File: src/rtl/uart_tx.sv
// Buffered UART transmitter: small FIFO feeding an 8N1 serialiser, LSB first, idle-high line.
// Define UART_TX_PARITY_EN to add an even parity bit after data bit 7 (8E1 framing).
module uart_tx #(
  parameter int CLK_FREQ   = 12_000_000,
  parameter int BAUD       = 9600,
  parameter int FIFO_DEPTH = 4
) (
  input  logic       clk,
  input  logic       rst,
  input  logic [7:0] data_in,
  input  logic       data_valid,
  output logic       ready,
  output logic       tx,
  output logic       busy
);

  localparam int CLKS_PER_BIT = CLK_FREQ / BAUD;
  localparam int CNT_W        = $clog2(CLKS_PER_BIT);
  localparam int AW           = $clog2(FIFO_DEPTH);
  localparam int CW           = AW + 1;
  localparam logic [CNT_W-1:0] LAST_CNT = CNT_W'(CLKS_PER_BIT - 1);
  localparam logic [CW-1:0]    FULL_CNT = CW'(FIFO_DEPTH);

  typedef enum logic [2:0] {
    IDLE,
    START,
    DATA,
`ifdef UART_TX_PARITY_EN
    PARITY,
`endif
    STOP
  } state_t;

  state_t           state, state_n;
  logic [CNT_W-1:0] baud_cnt;
  logic [2:0]       bit_idx;
  logic [7:0]       shift;
  logic [7:0]       mem [FIFO_DEPTH];
  logic [AW-1:0]    wr_ptr, rd_ptr;
  logic [CW-1:0]    count;
  logic             push, pop, boundary, empty, full, tx_n;
`ifdef UART_TX_PARITY_EN
  logic             parity;
`endif

  assign empty    = (count == '0);
  assign full     = (count == FULL_CNT);
  assign ready    = !full;
  assign push     = data_valid && ready;
  assign boundary = (baud_cnt == LAST_CNT);
  assign busy     = (state != IDLE) || !empty;

  always_comb begin
    state_n = state;
    pop     = 1'b0;
    tx_n    = 1'b1;
    case (state)
      IDLE: begin
        if (!empty) begin
          pop     = 1'b1;
          state_n = START;
        end
      end
      START: begin
        tx_n = 1'b0;
        if (boundary) state_n = DATA;
      end
      DATA: begin
        tx_n = shift[0];
        if (boundary && bit_idx == 3'd7) begin
`ifdef UART_TX_PARITY_EN
          state_n = PARITY;
`else
          state_n = STOP;
`endif
        end
      end
`ifdef UART_TX_PARITY_EN
      PARITY: begin
        tx_n = parity;
        if (boundary) state_n = STOP;
      end
`endif
      STOP: begin
        // Chain straight into the next start bit so queued frames leave no gap.
        if (boundary) begin
          if (!empty) begin
            pop     = 1'b1;
            state_n = START;
          end else begin
            state_n = IDLE;
          end
        end
      end
      default: state_n = IDLE;
    endcase
  end

  always_ff @(posedge clk) begin
    if (push) mem[wr_ptr] <= data_in;
  end

  always_ff @(posedge clk) begin
    if (rst) begin
      state    <= IDLE;
      tx       <= 1'b1;
      baud_cnt <= '0;
      bit_idx  <= '0;
      shift    <= '0;
      wr_ptr   <= '0;
      rd_ptr   <= '0;
      count    <= '0;
`ifdef UART_TX_PARITY_EN
      parity   <= 1'b0;
`endif
    end else begin
      state <= state_n;
      tx    <= tx_n;

      if (state == IDLE || state_n != state || boundary) baud_cnt <= '0;
      else                                              baud_cnt <= baud_cnt + CNT_W'(1);

      if (pop) begin
        shift   <= mem[rd_ptr];
        bit_idx <= '0;
        rd_ptr  <= rd_ptr + AW'(1);
`ifdef UART_TX_PARITY_EN
        parity  <= ^mem[rd_ptr];
`endif
      end else if (state == DATA && boundary) begin
        shift   <= shift >> 1;
        bit_idx <= bit_idx + 3'd1;
      end

      if (push) wr_ptr <= wr_ptr + AW'(1);

      case ({push, pop})
        2'b10:   count <= count + CW'(1);
        2'b01:   count <= count - CW'(1);
        default: count <= count;
      endcase
    end
  end

endmodule

File: config.mk
export PLATFORM = sky130hd
export DESIGN_NAME = uart_tx
export DESIGN_NICKNAME = d
export VERILOG_FILES = /design/src/rtl/uart_tx.sv
export SDC_FILE = /design/constraint.sdc
export NUM_CORES = 1
export LEC_CHECK = 0
export ABC_AREA = 0
export BUFFER_PORTS_ARGS = -buffer_cell sky130_fd_sc_hd__buf_2
export CELL_PAD_IN_SITES_DETAIL_PLACEMENT = 0
export CELL_PAD_IN_SITES_GLOBAL_PLACEMENT = 1
export CORE_ASPECT_RATIO = 0.6
export CORE_MARGIN = 2
export CORE_UTILIZATION = 45
export DETAILED_ROUTE_END_ITERATION = 10
export HOLD_SLACK_MARGIN = 0.02
export PLACE_DENSITY = 0.75
export SLEW_MARGIN = 20
export SYNTH_ARGS = -nofsm -noshare
export SYNTH_HDL_FRONTEND = slang
export SYNTH_SLANG_ARGS = --single-unit
File: constraint.sdc
create_clock -name clk -period 3.3 [get_ports clk]
set_input_delay 0.495 -clock clk [delete_from_list [all_inputs] [get_ports clk]]
set_output_delay 0.495 -clock clk [all_outputs]
set_load 0.1 [all_outputs]
==> impl_metrics.csv, run 1 <==
group,metric,value,unit
place,port_buffers,13,
clocking,cts_resized,0,
final_layout,layout.cells.non_filler,325,
synthesis,synth-simple-area-share,14.3,%
critical_path,cp_common_cell,"ha_1",
power_and_ir_drop,p_seq_share,47.1,%
synthesis,synth_xor_xnor_area_share,4.70,%
route,antenna_left,0,
final_layout,drive_above_1_share,19.5,%
critical_path,crit_path_cell_trace,"ha_1 -> and4b_4 -> and4_4 -> o21ai_4 -> inv_4 -> ha_1 -> inv_1 -> fa_1 -> xor2_1 -> or3_1 -> a21oi_1",
clocking,cts.clk_slew.worst_paths,80,ps
route,drt_first_iter_violations,159,
floorplanning,design.core.area,6060,um2
power_and_ir_drop,power_frac_clock,29.4,%
clocking,clock-root-buffer,"clkbuf_8",
critical_path,cpPeakStageDelay,400,ps
final_layout,final_util,51.4,%
final_layout,mostFrequentLayoutCells,"dfxtp_1, edfxtp_1, nor2_1",
critical_path,cp_max_fo,14,
critical_path,cp_top_family,"simple AND/OR/NAND/NOR gates",
global_route,grt_pass1_wl,7960,um
final_layout,layout_commonest_cell,"dfxtp_1",
global_route,grt_pass1_vias,1548,
critical_path,worstPathArrival,3000,ps
timing,relSlewSlack,49.8,%
power_and_ir_drop,p_per_area,734,nW/um2
power_and_ir_drop,ir_drop,0.354,mV
synthesis,synthMuxAreaShare,7.16,%
synthesis,synth_top_family_by_area,"simple AND/OR/NAND/NOR gates",
synthesis,syn-num-nets,242,
global_route,grt_use_met3,6.34,%
synthesis,synth_compound_area_share,6.53,%
route,wire_per_inst,14.9,um
timing,min_period_over_period,82.5,%
final_layout,multi_input_area,1050,um2
clocking,insertion_delay,350,ps
power_and_ir_drop,intPower,1.55,mW
final_layout,nets,257,
global_route,antenna_found_initial,0,
power_and_ir_drop,switching_share,32.4,%
timing,fmax,367,MHz
synthesis,netlist_instances,221,
place,gp_congestion,0.753,
floorplanning,dieHeight,65.1,um
route,drc,0,
synthesis,synthAdderAreaFrac,4.74,%
clocking,cts_tree,"built",
critical_path,path_buf_inv,2,
clocking,post-cts-setup-buffers,0,
job,cap_violations,0,
place,place_inst,309,
power_and_ir_drop,p_sw,0.741,mW
timing,finClkSkew,9.98,ps
min_path,hold_path_class,"in2reg",
floorplanning,io_pins,14,
final_layout,n_fill_cell,545,
route,num_vias,1671,
floorplanning,die_area,6880,um2
global_route,overflow,0,
timing,finalSetupTns,0,ps
clocking,cts_sinks,67,
final_layout,syn2layout_area_growth,11.3,%
synthesis,syn_area,2800,um2
synthesis,synth_seq_area_share,59.4,%
critical_path,end_kind,"flop",
clocking,clockBufferDepth,2,
power_and_ir_drop,p_leak,1.08,nW
power_and_ir_drop,pwr-share-comb,23.5,%
global_route,grt_use_total,15.6,%
route,vias_per_cell,5.14,
route,wirelength,4840,um
timing,whs,364,ps
timing,worst_slew_pin_slew,751,ps
global_route,grt_use_met2,19.6,%
timing,finalCriticalPeriod,2720,ps
floorplanning,dieWidth,106,um
critical_path,cp.required,3580,ps
floorplanning,start_util,46.2,%
synthesis,avgSynthCellArea,12.7,um2
timing,drv_slew,0,
synthesis,synth_seq_cells,67,
clocking,hold_buffers,0,
clocking,cts_buffers,9,
final_layout,diodes,0,
power_and_ir_drop,totalPowerFinal,2.29,mW
floorplanning,core.rowCount,22,
synthesis,netlist-cell-type-count,40,
run_status,outcome,"finished, final reports clean",
global_route,grt-busiest-layer,"met1",
route,first_pass_iters,4,
place,hpwl,3390,um
timing,finalSetupViolCount,0,
synthesis,yosysWarnings,0,
critical_path,cp_slowest_cell,"dfxtp_1",
timing,hold_viol,0,
global_route,grt_max_degree,23,
critical_path,worstSetupStartpointType,"flop",
final_layout,seq_area,1660,um2
critical_path,path_class,"reg2reg",
global_route,use_met1,23.4,%
timing,rsz0062_at_grt,"no",
clocking,htree_levels,3,
-- through the flow --
step                      worst slack, ps  cell area [um2]
after floorplan                       273             2800
after global placement                706             2920
after detailed placement              603             2920
after CTS                             566             3110
after global routing                  437             3110
final                                 578             3110
-- logic make-up after synthesis --
family                   Yosys count
adder cells (fa/ha/maj)           10
buffers and inverters             18
AO/OA/AOI/OAI                     26
XOR/XNOR                          15
multiplexers                      10
AND/OR/NAND/NOR                   74
other                              1
flip-flops                        67
-- layout make-up --
type	count	area share, %
flip-flops and latches	67	53.4
well taps	84	3.38
multi-input cells	136	33.8
inverters	9	1.17
clock buffers	10	4.10
clock inverters	6	2.13
repair buffers	13	2.09
-- power by group through the flow --
stage	clock, mW	combinational, mW	sequential, mW
after floorplan	0	0.487	1.05
after global placement	0	0.538	1.10
after detailed placement	0	0.546	1.10
after CTS	0.687	0.546	1.08
after global routing	0.723	0.591	1.09
final	0.671	0.538	1.08
-- Yosys cell counts, drive strengths merged --
cell type | count | area share, %
nand4 | 2 | 0.45
dfxtp | 35 | 25
nand3b | 2 | 0.54
and2 | 3 | 0.67
a211oi | 1 | 0.27
o21ai | 4 | 1.1
and4 | 2 | 0.72
inv | 9 | 1.3
buf | 4 | 0.98
a22oi | 6 | 2.3
conb | 1 | 0.13
and4bb | 1 | 0.45
xnor2 | 7 | 2.2
nand2 | 8 | 1.1
nor2b | 2 | 0.45
ha | 9 | 4.0
nand3 | 13 | 2.3
nor2 | 24 | 3.2
mux2i | 2 | 0.72
and4b | 1 | 0.49
fa | 1 | 0.72
or2 | 1 | 0.22
nor3b | 2 | 0.54
edfxtp | 32 | 34
and3 | 6 | 1.3
mux4 | 8 | 6.4
nor3 | 6 | 1.6
a2bb2oi | 1 | 0.31
xor2 | 8 | 2.5
a21oi | 14 | 2.5
or3 | 1 | 0.22
clkbuf | 5 | 0.72
-- metal layers --
layer	vias up	wire (um)
met5	-	0
met4	0	49
met3	6	197
met2	28	1920
met1	812	2670
li1	825	-
-- final timing paths --
kind          startpoint         to  slack [ps]  cells after the start
max          baud_cnt[0]   count[2]         580                     11
min           data_in[3]  mem[0][3]         360                      1
max reg2reg  baud_cnt[0]   count[2]         580                     11
min reg2reg     shift[1]   shift[1]         470                      2
-- flip-flops by register name, summed over array words and instances, names as in the netlist, named ones only --
| signal | count |
|---|---|
| state | 3 |
| tx | 1 |
| wr_ptr | 2 |
| baud_cnt | 11 |
| count | 3 |
| rd_ptr | 2 |
| bit_idx | 3 |
| mem | 32 |
| shift | 8 |
No activity file was read; power rests on OpenSTA's default activity.
==> run 2: changes to the inputs <==
--- a/config.mk
+++ b/config.mk
@@ -5,7 +5,7 @@
 export SDC_FILE = /design/constraint.sdc
 export NUM_CORES = 1
 export LEC_CHECK = 0
-export ABC_AREA = 0
+export ABC_AREA = 1
 export BUFFER_PORTS_ARGS = -buffer_cell sky130_fd_sc_hd__buf_2
 export CELL_PAD_IN_SITES_DETAIL_PLACEMENT = 0
 export CELL_PAD_IN_SITES_GLOBAL_PLACEMENT = 1
@@ -14,7 +14,7 @@
 export CORE_UTILIZATION = 45
 export DETAILED_ROUTE_END_ITERATION = 10
 export HOLD_SLACK_MARGIN = 0.02
-export PLACE_DENSITY = 0.75
+export PLACE_DENSITY = 0.78
 export SLEW_MARGIN = 20
 export SYNTH_ARGS = -nofsm -noshare
 export SYNTH_HDL_FRONTEND = slang
==> constraint.sdc (replaced) <==
create_clock -name clk -period 2.85 [get_ports clk]
set_input_delay 0.4275 -clock clk [delete_from_list [all_inputs] [get_ports clk]]
set_output_delay 0.4275 -clock clk [all_outputs]
set_load 0.1 [all_outputs]
==> impl_metrics.csv, run 2 <==
group,metric,value,unit
synthesis,synthMostInstantiatedCell,"nor2_1",
critical_path,rr_worst_depth,11,
synthesis,syn-num-nets,331,
floorplanning,io_pins,14,
timing,finalCriticalPeriod,2390,ps
clocking,clockBufferDepth,2,
final_layout,syn2layout_area_growth,12.4,%
timing,fmax,419,MHz
place,place_inst,403,
final_layout,layout.cells.non_filler,419,
clocking,post-cts-setup-buffers,0,
final_layout,fin_area,3320,um2
global_route,grt_use_total,17.8,%
final_layout,mostFrequentLayoutCells,"nor2_1, nand2_1, dfxtp_1",
timing,finClkSkew,9.51,ps
synthesis,ys_top_cells_by_area,"edfxtp_1, dfxtp_1, nor2_1",
global_route,grt_max_degree,18,
synthesis,avgSynthCellArea,9.54,um2
critical_path,worstPathArrival,2630,ps
timing,worst_slew_pin_slew,818,ps
synthesis,synth_edf_count,32,
global_route,grt_pass1_wl,9320,um
floorplanning,design.core.area,6220,um2
clocking,cts_buffers,9,
global_route,overflow,0,
floorplanning,dieHeight,66.8,um
power_and_ir_drop,ir_drop,0.429,mV
route,drc,0,
final_layout,top_regs,"mem x32, baud_cnt x11, shift x8",
final_layout,drive_above_1_share,17.6,%
synthesis,synth_seq_area_share,56.2,%
timing,relSlewSlack,45.3,%
min_path,hold_depth,1,
synthesis,synth-async-reset-ratio,0,%
synthesis,syn_area,2960,um2
route,antenna_left,0,
global_route,grt-busiest-layer,"met1",
global_route,use_met1,26.7,%
clocking,htree_levels,3,
power_and_ir_drop,pwr-share-comb,23.6,%
synthesis,synthTopCellsByCount,"nor2_1, nand2_1, dfxtp_1",
power_and_ir_drop,p_seq_share,44.6,%
final_layout,largest_reg_flops,32,
clocking,clock-root-buffer,"clkbuf_8",
clocking,cts_tree,"built",
global_route,grt_use_met2,22.6,%
critical_path,worstSetupStartpointType,"flop",
power_and_ir_drop,switching_share,32.6,%
timing,min_period_over_period,83.8,%
floorplanning,start_util,47.5,%
clocking,cts.clk_slew.worst_paths,70,ps
timing,hold_viol,0,
synthesis,synth_seq_cells,67,
final_layout,layout_commonest_cell,"nor2_1",
timing,drv_slew,0,
floorplanning,core.rowCount,22,
power_and_ir_drop,intPower,1.79,mW
global_route,grt_use_met3,7.14,%
floorplanning,die_area,7260,um2
synthesis,yosysWarnings,0,
power_and_ir_drop,power_frac_clock,31.9,%
place,hpwl,4030,um
timing,finalSetupTns,0,ps
synthesis,netlist_instances,310,
route,wire_per_inst,13.4,um
critical_path,cp_max_fo,11,
place,place_ws,468,ps
timing,rsz0062_at_grt,"no",
place,port_buffers,13,
critical_path,end_kind,"flop",
run_status,outcome,"finished, final reports clean",
synthesis,yosysTopAreaCell,"edfxtp_1",
final_layout,diodes,0,
job,cap_violations,0,
place,postPlaceCellArea,3110,um2
floorplanning,dieWidth,109,um
clocking,cts_sinks,67,
timing,finalSetupViolCount,0,
route,wirelength,5640,um
timing,timing.final.ws_setup,463,ps
route,drt_first_iter_violations,158,
min_path,hold_path_class,"in2reg",
final_layout,nets,351,
min_path,hold_end,"mem[0][6]",
synthesis,netlist-cell-type-count,37,
route,num_vias,2076,
synthesis,synth_top_area_share,32.5,%
global_route,antenna_found_initial,0,
route,vias_per_cell,4.95,
critical_path,path_class,"reg2reg",
critical_path,worst_r2r_startpoint,"count[0]",
final_layout,largest_register,"mem",
synthesis,ys.flop_type,"dfxtp_1",
clocking,hold_buffers,0,
place,gp_congestion,0.808,
critical_path,r2r_slack,460,ps
global_route,grt_pass1_vias,1890,
critical_path,rr_endpoint,"count[2]",
critical_path,cp.required,3090,ps
clocking,insertion_delay,350,ps
power_and_ir_drop,p_sw,0.869,mW
min_path,min_from,"data_in[6]",
clocking,cts_resized,0,
power_and_ir_drop,p_per_area,801,nW/um2
timing,whs,293,ps
power_and_ir_drop,p_leak,1.24,nW
route,first_pass_iters,5,
run 2: cell types whose count changed after synthesis, moves of 6 or more:
| cell | delta |
|---|---|
| mux4_2 | -8 |
| and3_1 | -6 |
| nor2_2 | +7 |
| nor2_1 | +28 |
| xnor2_1 | -6 |
| o21ai_0 | +21 |
| nand2_1 | +31 |
| inv_1 | +22 |
| o22ai_1 | +8 |
run 2: cell type report:
class	instances	area (um2)
clock buffers	9	124
clock inverters	7	92.6
fillers	581	2900
inverters	33	129
multi-input cells	204	1130
flip-flops and latches	67	1660
well taps	84	105
repair buffers	15	80.1
run 2: worst max-delay path by stage:
stage	end	from	slack [ps]	cells past startpoint
5_1_grt	count[2]	count[0]	200	11
3_3_place_gp	count[2]	count[0]	550	11
3_5_place_dp	count[2]	count[0]	470	11
6_report	count[2]	count[0]	460	11
4_1_cts	count[2]	count[0]	460	11
2_1_floorplan	count[2]	count[0]	10	10
run 2: cells by family after synthesis:
group,after synthesis,synth area share (%)
adder cells (fa/ha/maj),10,4.49
AO/OA/AOI/OAI,49,8.93
buffers and inverters,39,5.50
AND/OR/NAND/NOR,138,23.0
XOR/XNOR,6,1.78
other,1,0.127
flip-flops,67,56.2
run 2: per-layer routing:
layer / routed length (um) / vias up / part of all wire, %
met5: 0 / - / 0
met4: 24 / 0 / 0.43
met3: 343 / 2 / 6.1
met2: 2230 / 51 / 40
met1: 3030 / 941 / 54
li1: - / 1082 / -
run 2: worst max-delay path, cell delays in order (launching register included):
cell	delay, ps
dfxtp_1	340
inv_1	90
nand3_1	320
nand3_1	270
nand2_4	200
ha_1	160
inv_1	60
fa_1	380
a21oi_1	150
o21ai_0	110
o21ai_0	150
a21oi_1	50
run 2: stage by stage:
step                power, mW  util [%]
finish                   2.66      53.4
detailed placement       1.83      50.0
global placement         1.83      50.0
global route             2.83      53.4
floorplan                1.69         -
CTS                      2.69      53.4
run 2: power by group through the flow:
stage	Combinational [mW]	Clock, mW	Sequential [mW]
2_1_floorplan	0.482	0	1.20
3_3_place_gp	0.623	0	1.20
3_5_place_dp	0.626	0	1.21
4_1_cts	0.633	0.871	1.19
5_1_grt	0.715	0.916	1.20
6_report	0.628	0.849	1.19
